File: config.mk
export PLATFORM = sky130hd
export DESIGN_NAME = vga_timing_gen
export DESIGN_NICKNAME = d
export VERILOG_FILES = /design/src/rtl/vga_timing_pkg.sv /design/src/rtl/vga_timing_gen_pclk_phase_acc.sv /design/src/rtl/vga_timing_gen.sv
export SDC_FILE = /design/constraint.sdc
export NUM_CORES = 1
export LEC_CHECK = 0
export BUFFER_PORTS_ARGS = -buffer_cell sky130_fd_sc_hd__buf_2
export CORE_MARGIN = 1
export CORE_UTILIZATION = 56
export DETAILED_ROUTE_END_ITERATION = 10
export PLACE_DENSITY = 0.8
export SETUP_SLACK_MARGIN = 0.4
export SLEW_MARGIN = 40
export SYNTH_ARGS = -nofsm -noshare
export SYNTH_HDL_FRONTEND = slang
export SYNTH_HIERARCHICAL = 1
export SYNTH_SLANG_ARGS = --single-unit
File: constraint.sdc
create_clock -name clk -period 2.75 [get_ports clk]
set_input_delay 0.275 -clock clk [delete_from_list [all_inputs] [get_ports clk]]
set_output_delay 0.275 -clock clk [all_outputs]
set_load 0.02 [all_outputs]
File: src/rtl/vga_timing_pkg.sv
// 800x600@60 raster constants, counter widths and the colour-bar lookup used by vga_timing_gen.
package vga_timing_pkg;

   localparam int H_ACTIVE = 800;
   localparam int H_FP     = 40;
   localparam int H_SYNC   = 128;
   localparam int H_BP     = 88;
   localparam int H_TOTAL  = H_ACTIVE + H_FP + H_SYNC + H_BP;

   localparam int V_ACTIVE = 600;
   localparam int V_FP     = 1;
   localparam int V_SYNC   = 4;
   localparam int V_BP     = 23;
   localparam int V_TOTAL  = V_ACTIVE + V_FP + V_SYNC + V_BP;

   localparam int HCW = 11;
   localparam int VCW = 10;

   localparam int H_SYNC_START = H_ACTIVE + H_FP;
   localparam int H_SYNC_END   = H_SYNC_START + H_SYNC;
   localparam int V_SYNC_START = V_ACTIVE + V_FP;
   localparam int V_SYNC_END   = V_SYNC_START + V_SYNC;

   localparam int BAR_WIDTH = 100;

   typedef struct packed {
      logic [3:0] r;
      logic [3:0] g;
      logic [3:0] b;
   } rgb_t;

   function automatic rgb_t bar_colour(input logic [2:0] k);
      case (k)
         3'd0:    return '{r: 4'hF, g: 4'hF, b: 4'hF};
         3'd1:    return '{r: 4'hF, g: 4'hF, b: 4'h0};
         3'd2:    return '{r: 4'h0, g: 4'hF, b: 4'hF};
         3'd3:    return '{r: 4'h0, g: 4'hF, b: 4'h0};
         3'd4:    return '{r: 4'hF, g: 4'h0, b: 4'hF};
         3'd5:    return '{r: 4'hF, g: 4'h0, b: 4'h0};
         3'd6:    return '{r: 4'h0, g: 4'h0, b: 4'hF};
         default: return '{r: 4'h0, g: 4'h0, b: 4'h0};
      endcase
   endfunction

endpackage

File: src/rtl/vga_timing_gen_pclk_phase_acc.sv
// Fractional clock-enable divider: tick rate = clk * NUM / DEN, ticks evenly interleaved.
module pclk_phase_acc #(
   parameter int NUM = 2,
   parameter int DEN = 5
) (
   input  logic clk,
   input  logic rst,
   output logic tick
);

   localparam int AW = $clog2(DEN) + 1;

   if (NUM * 2 > DEN) begin : g_ratio_check
      $error("pclk_phase_acc: NUM*2 must not exceed DEN");
   end

   logic [AW-1:0] acc;
   logic [AW:0]   sum;

   assign sum  = {1'b0, acc} + (AW+1)'(NUM);
   // tick is combinational from the registered phase; the caller registers it with its counters
   assign tick = (sum >= (AW+1)'(DEN));

   always_ff @(posedge clk or posedge rst) begin
      if (rst)       acc <= '0;
      else if (tick) acc <= AW'(sum - (AW+1)'(DEN));
      else           acc <= AW'(sum);
   end

endmodule

File: src/rtl/vga_timing_gen.sv
// 800x600@60 raster timing generator with a fractional pixel enable from clk.
// Optional colour-bar test pattern when VGA_TEST_PATTERN_EN is defined.
module vga_timing_gen
   import vga_timing_pkg::*;
#(
   parameter logic HS_POL   = 1'b1,
   parameter logic VS_POL   = 1'b1,
   parameter int   PCLK_NUM = 2,
   parameter int   PCLK_DEN = 5
) (
   input  logic           clk,
   input  logic           rst,
   output logic           pclk_en,
   output logic           pclk_mirror,
   output logic [HCW-1:0] hcount,
   output logic [VCW-1:0] vcount,
   output logic           hs,
   output logic           vs,
   output logic           de,
   output logic           frame_start,
   output logic [3:0]     r,
   output logic [3:0]     g,
   output logic [3:0]     b
);

   logic           tick;
   logic [HCW-1:0] h_nxt;
   logic [VCW-1:0] v_nxt;
   logic           hs_nxt, vs_nxt, de_nxt;

   pclk_phase_acc #(.NUM(PCLK_NUM), .DEN(PCLK_DEN)) u_phase_acc (
      .clk  (clk),
      .rst  (rst),
      .tick (tick)
   );

   always_comb begin
      h_nxt = hcount + HCW'(1);
      v_nxt = vcount;
      if (hcount == HCW'(H_TOTAL - 1)) begin
         h_nxt = '0;
         v_nxt = (vcount == VCW'(V_TOTAL - 1)) ? '0 : vcount + VCW'(1);
      end
   end

   // sync/de decode from the next counter values so they line up with the counters
   always_comb begin
      hs_nxt = (h_nxt >= HCW'(H_SYNC_START) && h_nxt < HCW'(H_SYNC_END)) ? HS_POL : ~HS_POL;
      vs_nxt = (v_nxt >= VCW'(V_SYNC_START) && v_nxt < VCW'(V_SYNC_END)) ? VS_POL : ~VS_POL;
      de_nxt = (h_nxt < HCW'(H_ACTIVE)) && (v_nxt < VCW'(V_ACTIVE));
   end

   always_ff @(posedge clk or posedge rst) begin
      if (rst) begin
         pclk_en     <= 1'b0;
         pclk_mirror <= 1'b0;
         frame_start <= 1'b0;
         hcount      <= '0;
         vcount      <= '0;
         hs          <= ~HS_POL;
         vs          <= ~VS_POL;
         de          <= 1'b0;
      end else begin
         pclk_en     <= tick;
         pclk_mirror <= pclk_en;
         frame_start <= tick && (h_nxt == '0) && (v_nxt == '0);
         if (tick) begin
            hcount <= h_nxt;
            vcount <= v_nxt;
            hs     <= hs_nxt;
            vs     <= vs_nxt;
            de     <= de_nxt;
         end
      end
   end

`ifdef VGA_TEST_PATTERN_EN
   rgb_t rgb_q, rgb_nxt;

   always_comb begin
      rgb_nxt = '0;
      if (de_nxt) rgb_nxt = bar_colour(3'(h_nxt / HCW'(BAR_WIDTH)));
   end

   always_ff @(posedge clk or posedge rst) begin
      if (rst)       rgb_q <= '0;
      else if (tick) rgb_q <= rgb_nxt;
   end

   assign r = rgb_q.r;
   assign g = rgb_q.g;
   assign b = rgb_q.b;
`else
   assign r = 4'h0;
   assign g = 4'h0;
   assign b = 4'h0;
`endif

endmodule

Yosys cells after proc, flatten, opt, wreduce, memory -nomap -nowiden --
Index checks and enable logic that the tools add are counted.
Word-level totals: input port bits 2, logic and storage cells 35, output and inout port bits 39, register bits 31
Cells by class: $add $sub $neg 4, equality and inequality tests 2, order comparisons 7, reductions and logical operators 7, mux-type cells 6
Operators with widths (number):
- less-than comparator 11 x 10 -> 1 bit, second input constant | 2
- less-than comparator 10 bit, second input constant | 2
- two-way mux 10 bit | 2
- adder 11 x 1 -> 11 bit, second input constant | 1
- equality test 11 bit, second input constant | 1
- >= comparator 11 x 10 -> 1 bit, second input constant | 1
- zero test 11 bit | 1
- two-way mux 11 bit | 1
- adder 10 x 1 -> 10 bit, second input constant | 1
- equality test 10 bit, second input constant | 1
- >= comparator 10 bit, second input constant | 1
- zero test 10 bit | 1
- adder 4 x 2 -> 5 bit, second input constant | 1
- >= comparator 5 x 3 -> 1 bit, second input constant | 1
- logical AND 1 bit | 5
- two-way mux 4 bit | 1
- subtractor 4 x 3 -> 4 bit, second input constant | 1
- two-way mux 1 bit | 2

Longest topological paths before layout --
Gate-level depths: netlist of run 1.
word-level depth 6, gate-level depth with buffers 9, mapped depth without buffers 7

Modules after synthesis --
The synthesis of run 1 kept the hierarchy.
Modules (own cells, without submodules):
- vga_timing_gen | area each 1973.1 sq um, sequential area each 675.6 sq um, times used 1, cells each 237
- pclk_phase_acc | area each 261.5 sq um, sequential area each 100.1 sq um, times used 1, cells each 23

Least setup slack after synthesis of run 1 --
No wires, ideal clock.
path type reg2reg, start point register hcount[0], end point register vs, setup time 80 ps, cell stages (with the launch flop) 9, arrival time 2417 ps, buffers on the path 1, period minus slack after synthesis 2497 ps, required time 2670 ps, path slack 253 ps, cell sequence dfrtp_1 -> ha_1 -> nand4_1 -> nor3_4 -> and3_1 -> buf_4 -> a31oi_1 -> or4_1 -> o22ai_2
Between the ends: cells in the longest elaborated chain, start to end 5, elaborated cells between the ends (all ways) 6, classes of those cells order compare (2); eq/ne (1); mux (2); reduce/logical (1)
Ends and longest elaborated chain:
- start, declared | line vga_timing_gen.sv:15 | output logic [HCW-1:0] hcount,
- start signal, assigned | line vga_timing_gen.sv:68 | hcount <= h_nxt;
- equality test 11 bit * | line vga_timing_gen.sv:40 | if (hcount == HCW'(H_TOTAL - 1)) begin
- two-way mux 10 bit * | line vga_timing_gen.sv:40
- >= comparator 10 bit / less-than comparator 10 bit (equally long branches) | line vga_timing_gen.sv:49 | vs_nxt = (v_nxt >= VCW'(V_SYNC_START) && v_nxt < VCW'(V_SYNC_END)) ? VS_POL : ~VS_POL;
- logical AND 1 bit * | line vga_timing_gen.sv:49
- two-way mux 1 bit * | line vga_timing_gen.sv:49
- end signal, assigned | line vga_timing_gen.sv:61 | vs <= ~VS_POL;
- end signal, assigned | line vga_timing_gen.sv:71 | vs <= vs_nxt;
- end, declared | line vga_timing_gen.sv:18 | output logic vs,
Mark *: on every way between the ends. The rest lies on a longest branch, timed or not. A chain may end at the register's enable or synchronous reset.

Worst setup path after layout of run 1 --
start point register hcount[9], end point register vs
The elaborated chain is that of the path after synthesis.

==> results.md, run 1 <==
Yosys:
- Ranked by total cell area, the synthesized netlist is headed by dfrtp_1, xnor2_1, nand2_1.
- Synthesis produced 260 cells.
- Among all flip-flop cells after synthesis, the most frequent one is dfrtp_1.
- The area fraction of the dominant cell type after synthesis is 34.71%.
- The total of warnings raised by yosys is 6.
- For this run, the register share of the synthesized area comes to a little over a third.
- Summing every instance area after synthesis gives 2235 sq um.
- The flip-flop and latch count after synthesis is 31.
- The average cell area after synthesis is approximately 8.6 sq um.
- The largest total area in the synthesized netlist belongs to dfrtp_1.
- Yosys mapped the design onto just over 60 distinct sky130hd cell types.
- The count of flip-flops with a built-in enable after synthesis is 0.
- The share of async-settable or async-resettable flops after synthesis is 100.0%.

Setup path:
- The worst setup path is captured at a flop.
- The worst path arrival time is 2.52 ns.
- The launching element type of the critical path is a flop.
- At the worst endpoint, the required time is 2.96 ns.
- Of all nets on the critical path, the largest fanout is 7.
- The most critical setup path has its startpoint at hcount[9].
- The startpoint of the worst-slack reg-to-reg timing path is hcount[9].
- Across all register-to-register paths, the minimum setup slack is between 0.4 and 0.5 ns.
- The critical path class is flop to flop.

Final layout:
- 0 antenna diodes ended up in the layout.
- The share of cells above drive strength 1 is around a quarter.
- The post-synthesis to final-layout area growth is 13.49%.
- The number of nets in the final layout is around 300.
- The finished layout holds ~340 standard cells, fillers aside.
- The layout has 338 filler cells.
- The library cells used most frequently in the layout, excluding fill and tap cells, are buf_2, nand2_1, dfrtp_1.
- Across the whole layout, storage elements account for 783.3 sq um.
- Leaving out fill and tap cells, the most frequent cell in the layout is buf_2.
- The area of the multi-input gates is between 1000 and 1500 sq um.

Die:
- From bottom edge to top edge, the die measures around 65 um.
- In this run the horizontal extent of the chip is about 65 um.
- The total number of placement rows is 22.
- The top-level port count is a little over 40.
- The total area inside the core boundary comes to between 3000 and 4000 sq um.
- The die area is between 4000 and 5000 sq um.
- The effective utilization at floorplan is roughly three fifths.

Place:
- The number of buffers added on ports is 28.
- Routability-driven placement finished with a final weighted congestion of 0.8772.
- The total half-perimeter wirelength after legalization and detailed placement is about 3.4 mm.
- The minimum setup slack after placement is just under 0.3 ns.
- After detailed placement, the design holds a cell count of 319.

STA:
- The max-slew violation count is 0.
- The setup TNS is 0 ns.
- Setup slack on the critical path of the routed design comes to 0.4459 ns.
- The clock period could shrink to around 2.3 ns.
- The highest clock rate is about 430 MHz.
- After layout, the worst path uses 83.79% of the clock period.
- The worst pin sits at a relative slew slack of between 60% and 70%.
- Setup repair after global routing could not meet its margin everywhere.
- The final clock skew is 0.007070 ns.
- For the pin with the worst max-slew slack, the measured transition is about 0.6 ns.
- The count of final hold-check violations is 0.
- The final number of setup-violating endpoints is 0.

CTS:
- The clock net in this run drives a total of 31 sinks.
- Clock tree synthesis selected as its root buffer the cell clkbuf_8.
- TritonCTS built the clock tree.
- In this run the deepest clock path goes through 2 buffers.
- The H-tree was split into 2 levels.
- For the worst-skew pair, the clock arrives at the later sink with an insertion delay of between 0.2 and 0.3 ns.
- The number of buffers created by CTS is 5.
- Clock-pin slew was measured on the worst setup and hold paths at about 0.070 ns.

Detailed routing:
- The total via count after detailed routing is roughly 2000.
- The average via count per standard cell is 5.973.
- The first detailed-routing pass took 5 iterations.
- In this run the remaining antenna-violating nets after routing total 0.
- After detailed routing, the number of remaining DRC violations is 0.
- The number of violations reported at the end of detailed-routing iteration 0 is ~210.
- The wire length per cell is 14.82 um.
- The final layout contains routed wiring with a total length of roughly 5 mm.

GRT:
- The global-route wire length before repair is a little under 8 mm.
- The number of global-route vias before repair is 1732.
- The number of antenna violations at the first check in global routing is 0.
- The remaining global-route overflow is 0.
- Entering global routing, the biggest net connects 28 pins.
- The total global routing track utilization is 24.30%.

Power:
- Dividing total power by cell area gives a power density of around 330 nW/um^2.
- The largest vdd supply drop is around 0.30 mV.
- The leakage component of the power is about 1.1 nW.

Run:
- The total of max-cap violations is 0.

Worst hold path:
- The path class of the tightest hold or removal check is flop to flop.
- In this run the most critical hold path is launched from pclk_en.

Run status:
- The flow ran to the end, and the final reports show no timing, DRC or antenna violations.
==> path summary, 6_finish.rpt <==
check,cells after the start,to
setup / recovery,6,vs
max in group asynchronous,4,hcount[7]
min in group asynchronous,3,u_phase_acc/acc[1]
setup reg to reg,6,vs
hold / removal,0,pclk_mirror
hold reg to reg,0,pclk_mirror
==> flip-flops by register name, indices dropped and copies added (netlist names) <==
register	flops
de	1
u_phase_acc/acc	4
pclk_mirror	1
hcount	11
frame_start	1
hs	1
pclk_en	1
vs	1
vcount	10
==> power by group <==
part	internal, mW	leakage [nW]	total, mW	switching, mW
Sequential	0.456	0.395	0.456	0
Combinational	0.00259	0.698	0.0261	0.0235
Clock	0.176	0.0412	0.348	0.172
Total	0.635	1.13	0.830	0.196
==> per-layer routing <==
metal	vias to the layer above	GRT usage, %	part of all wire, %
li1	954	-	-
met1	952	33.41	45
met2	95	37.50	48
met3	6	5.208	6.1
met4	0	8.967	1.5
met5	-	0	0
==> logic make-up (layout without fill, tap and decap cells) <==
kind of cell	Yosys count	after routing	synth area share (%)
AO/OA/AOI/OAI	60	60	18.93
XOR/XNOR	18	18	7.055
adder cells (fa/ha/maj)	7	7	3.919
buffers and inverters	46	63	10.47
flip-flops	31	31	34.71
multiplexers	5	5	2.352
other	1	12	0.1678
AND/OR/NAND/NOR	92	92	22.40
==> Yosys cell counts (all sizes together) (3+ instances only) <==
cell	instances
a211oi	3
a21oi	7
a221oi	3
a31oi	10
and2	5
and3	6
buf	17
clkbuf	16
dfrtp	31
ha	7
inv	13
mux2i	3
nand2	28
nand2b	5
nand3	11
nand4	5
nor2	12
nor3	4
o21ai	15
o31ai	3
xnor2	17
==> worst max-delay path, stage by stage (launching register included) <==
cell,delay [ns]
dfrtp_2,0.46
or3b_4,0.44
nor3_4,0.29
and3_4,0.24
a31oi_1,0.12
or4_4,0.55
o22ai_2,0.12
==> area by class of cell <==
type / instances / area share (%)
multi-input combinational: 194 / 51.70
clock inverter: 2 / 0.4933
sequential: 31 / 30.88
timing repair buffer: 42 / 9.768
inverter: 13 / 1.924
clock buffer: 6 / 2.861
tap: 48 / 2.368
==> metrics by stage <==
step	instance area, sq um	util [%]	hold slack, ns	power (mW)
final	2536	67.75	0.3980	0.8305
after global routing	2536	67.75	0.4149	0.8629
after CTS	2469	65.94	0.4043	0.8374
after detailed placement	2333	62.33	0.1732	0.4903
after global placement	2333	62.33	0.1644	0.4898
after floorplan	2281	-	0.04108	0.4986
==> what timing repair did <==
item	in CTS	in global routing
gates cloned	0	0
hold buffers	1	0
gates resized for setup	3	10
endpoints found under the setup margin	3	3
pin swaps	1	3
buffers inserted	3	5
endpoints found under the hold margin	4	0
No activity file was read; power rests on OpenSTA's default activity.
==> inputs of run 2 (changes only) <==
==> constraint.sdc (replaced) <==
create_clock -name clk -period 2.2 [get_ports clk]
set_input_delay 0.22 -clock clk [delete_from_list [all_inputs] [get_ports clk]]
set_output_delay 0.22 -clock clk [all_outputs]
set_load 0.02 [all_outputs]
==> results.md, run 2 (synthesis gave the netlist of run 1 again) <==
Setup path:
- The depth of the most critical reg-to-reg path is 5 (was 6).
- The critical path data required time was 2.38 ns (was 2.96 ns).
- The launching element type of the critical path is a flop (unchanged).
- The cell type of the slowest stage on the worst timing path is or3_2 (was or4_4).
- The register-to-register setup slack is -0.09 ns (was 0.45 ns).
- The largest stage delay on the critical path was 0.57 ns (was 0.55 ns).
- The critical path class is flop to flop (unchanged).
- The terminus of the critical flop-to-flop path is de (was vs).
- The largest fanout on the critical path is 4 (was 7).
- The worst path arrival time is 2.48 ns (was 2.52 ns).
- CP Cell Sequence: or3b_4 -> or3_2 -> o31ai_4 -> and3b_1 -> o32ai_1 (was or3b_4 -> nor3_4 -> and3_4 -> a31oi_1 -> or4_4 -> o22ai_2).
- The capturing element type of the critical path was a flop (unchanged).
- The startpoint of the worst-slack reg-to-reg timing path is hcount[8] (was hcount[9]).
- The startpoint of the most critical setup path is hcount[8] (was hcount[9]).

CTS:
- The number of buffers created by CTS is 5 (unchanged).
- The source-to-sink clock delay at the later pin of the worst-skew pair is 0.29 ns (about the same).
- The TritonCTS sink count is 31 (unchanged).
- The clock-pin transition on the worst setup and hold timing paths is 0.07 ns (about the same).
- The buffer depth of the longest clock path is 2 (unchanged).
- The TritonCTS clock tree is done (unchanged).
- The maximum level of the CTS H-tree came to 2 (unchanged).
- The buffer cell driving the clock tree root was clkbuf_8 (unchanged).

Place:
- The cell area after placement is 2608 sq um (was 2333 sq um).
- The final weighted congestion in routability-driven placement is 0.9640 (was 0.8772).
- The total half-perimeter wirelength after legalization and detailed placement was 3.865 mm (was 3.402 mm).
- The number of buffers added on ports came to 28 (unchanged).
- The total placed cells including tap cells was 347 (was 319).

Power:
- The largest vdd supply drop came to 0.4526 mV (was 0.2979 mV).
- The leakage component of the power is 1.450 nW (was 1.134 nW).
- The sequential share of power was 53.9% (was 54.9%).
- The clock network fraction of design power is 42.8% (was 42.0%).
- The areal power density over the cells is 325.9 nW/um^2 (was 327.5 nW/um^2).
- The cell-internal power was 0.7936 mW (was 0.6349 mW).
- The switching portion of total power is 24.94% (was 23.55%).
- The fraction of power consumed by combinational cells is 3.3% (was 3.1%).
- The net switching power is 0.2636 mW (was 0.1955 mW).
- The overall power after layout is 1.057 mW (was 0.8305 mW).

GRT:
- The total global routing track utilization came to 31.52% (was 24.30%).
- The number of antenna violations at the first check in global routing is 0 (unchanged).
- The number of global-route vias before repair was 2158 (was 1732).
- The largest net degree at the start of global routing is 23 (was 28).
- The remaining global-route overflow is 0 (unchanged).
- The global-route wire length before repair came to 10.20 mm (was 7.948 mm).

Final layout:
- The post-synthesis to final-layout area growth is 45.18% (was 13.49%).
- The number of nets in the final layout is 339 (was 296).
- The number of filler cells placed in the layout is 176 (was 338).
- The final core utilization was 86.66% (was 67.75%).
- The final non-filler cell total is 379 (was 336).
- The most common cell after layout, fill and taps aside is buf_4 (was buf_2).
- The number of flip-flops in the largest register is 11 (unchanged).
- Commonest cells after routing, fill and taps aside: buf_4, buf_2, dfrtp_1 (was buf_2, nand2_1, dfrtp_1).
- The final cell area excluding filler cells is 3244 sq um (was 2536 sq um).
- The register containing the most flip-flops in the final layout is hcount (unchanged).
- The share of cells above drive strength 1 is 48.94% (was 25.35%).
- The area of the multi-input gates is 1600 sq um (was 1311 sq um).
- The flip-flop and latch area was 788.3 sq um (was 783.3 sq um).
- Largest registers: hcount (11), vcount (10), u_phase_acc/acc (4) (unchanged).
- The final antenna diode count is 0 (unchanged).

STA:
- The minimum period implied by the final worst setup slack is 2.294 ns (was 2.304 ns).
- The worst relative slew slack is 63.38% (was 60.18%).
- The highest clock rate is 435.9 MHz (was 434.0 MHz).
- The final clock skew is 0.005536 ns (was 0.007070 ns).
- The count of final hold-check violations is 0 (unchanged).
- RSZ-0062 raised after global routing: true (unchanged).
- The final number of setup-violating endpoints is 3 (was 0).
- The smallest setup slack after layout came to -0.09414 ns (was 0.4459 ns).
- The max-slew violation count was 0 (unchanged).
- The share of the clock period used by the worst path was 104.3% (was 83.79%).
- The worst-case hold slack came to 0.3697 ns (was 0.3980 ns).
- The measured slew at the worst slew-check pin was 0.5493 ns (was 0.5880 ns).

Detailed routing:
- The number of violations reported at the end of detailed-routing iteration 0 is 328 (was 213).
- The wire length per cell is 20.50 um (was 14.82 um).
- The routed metal-1 wirelength is 2.963 mm (was 2.220 mm).
- The number of iterations in the first detailed-routing pass is 5 (unchanged).
- The average via count per standard cell is 6.549 (was 5.973).
- The highest metal layer used by the detailed router was met4 (unchanged).
- The amount of wire on met3 after detailed routing is 840 um (was 303 um).
- The number of nets with antenna violations after routing is 0 (unchanged).
- The total via count after detailed routing is 2482 (was 2007).
- The number of design rule violations left after detail routing came to 0 (unchanged).
- The aggregate routed wire length is 7.768 mm (was 4.981 mm).
- The routed wire length on met2 is 3.676 mm (was 2.382 mm).

Die:
- The standard cell core area is 3744 sq um (unchanged).
- The effective utilization at floorplan was 59.69% (unchanged).
- The die area is 4247 sq um (unchanged).
- The top-level port count is 41 (unchanged).
- The die boundary width is 65.17 um (unchanged).
- The total number of placement rows is 22 (unchanged).
- The overall die height came to 65.17 um (unchanged).

Worst hold path:
- The path category of the worst min-delay check was input port to asynchronous set/reset pin (was flop to flop).

Run status:
- The final reports fail on negative setup slack.
- Outcome: finished with violations (was complete, no violations).

Run:
- The total of max-cap violations is 0 (unchanged).
[run 2: changes by cell type in the layout (fill, tap and decap cells not counted), moves of 5 or more]
cell / before / now
buf_6: 0 / 16
o21ai_2: 0 / 8
o21ai_0: 14 / 2
buf_4: 13 / 36
nand2_1: 27 / 19
nand2_4: 0 / 5
[run 2: layout make-up]
class | instances | area share (%)
clock inverters | 3 | 0.6170
inverters | 13 | 1.504
well taps | 48 | 1.851
repair buffers | 84 | 20.29
multi-input cells | 195 | 49.32
clock buffers | 5 | 2.121
flip-flops and latches | 31 | 24.30
[run 2: worst max path at each step]
stage                     to  cells past startpoint
final                     de                      5
after global routing      de                      5
after detailed placement  de                      7
after global placement    vs                      6
after floorplan           vs                      8
after CTS                 de                      8
[run 2: timing repair]
item                       CTS  global route
pin swaps                    5            23
hold buffers                 1             0
buffers inserted            11            10
setup endpoints to repair   25            26
resized for setup           30            51
hold endpoints to repair    24             0
cloned                       1             1
[run 2: per-stage QoR]
| stage | setup slack (ns) | TNS, ns |
|---|---|---|
| 6_report | -0.09414 | -0.2296 |
| 5_1_grt | -0.1614 | -0.3856 |
| 4_1_cts | 0.07882 | 0 |
| 3_5_place_dp | 0.009027 | 0 |
| 3_3_place_gp | 0.02207 | 0 |
| 2_1_floorplan | -0.07069 | -0.1318 |
[run 2: worst max-delay path: cells and delay by family (launching register included)]
| kind | cells | cell delay (ns) |
|---|---|---|
| AOI/OAI and AO/OA | 2 | 0.58 |
| DFF | 1 | 0.41 |
| and+or+nand+nor | 3 | 1.20 |
[run 2: power groups by stage]
stage,registers [mW],logic [mW],clock network [mW]
3_3_place_gp,0.581,0.0337,0
2_1_floorplan,0.581,0.0427,0
5_1_grt,0.569,0.0388,0.472
4_1_cts,0.570,0.0354,0.453
3_5_place_dp,0.580,0.0341,0
6_report,0.570,0.0349,0.453
[run 2: routing by layer]
metal,vias up,track usage [%]
met5,-,0
met4,0,11.14
met3,39,6.944
met2,211,52.32
met1,1189,40.22
li1,1043,-
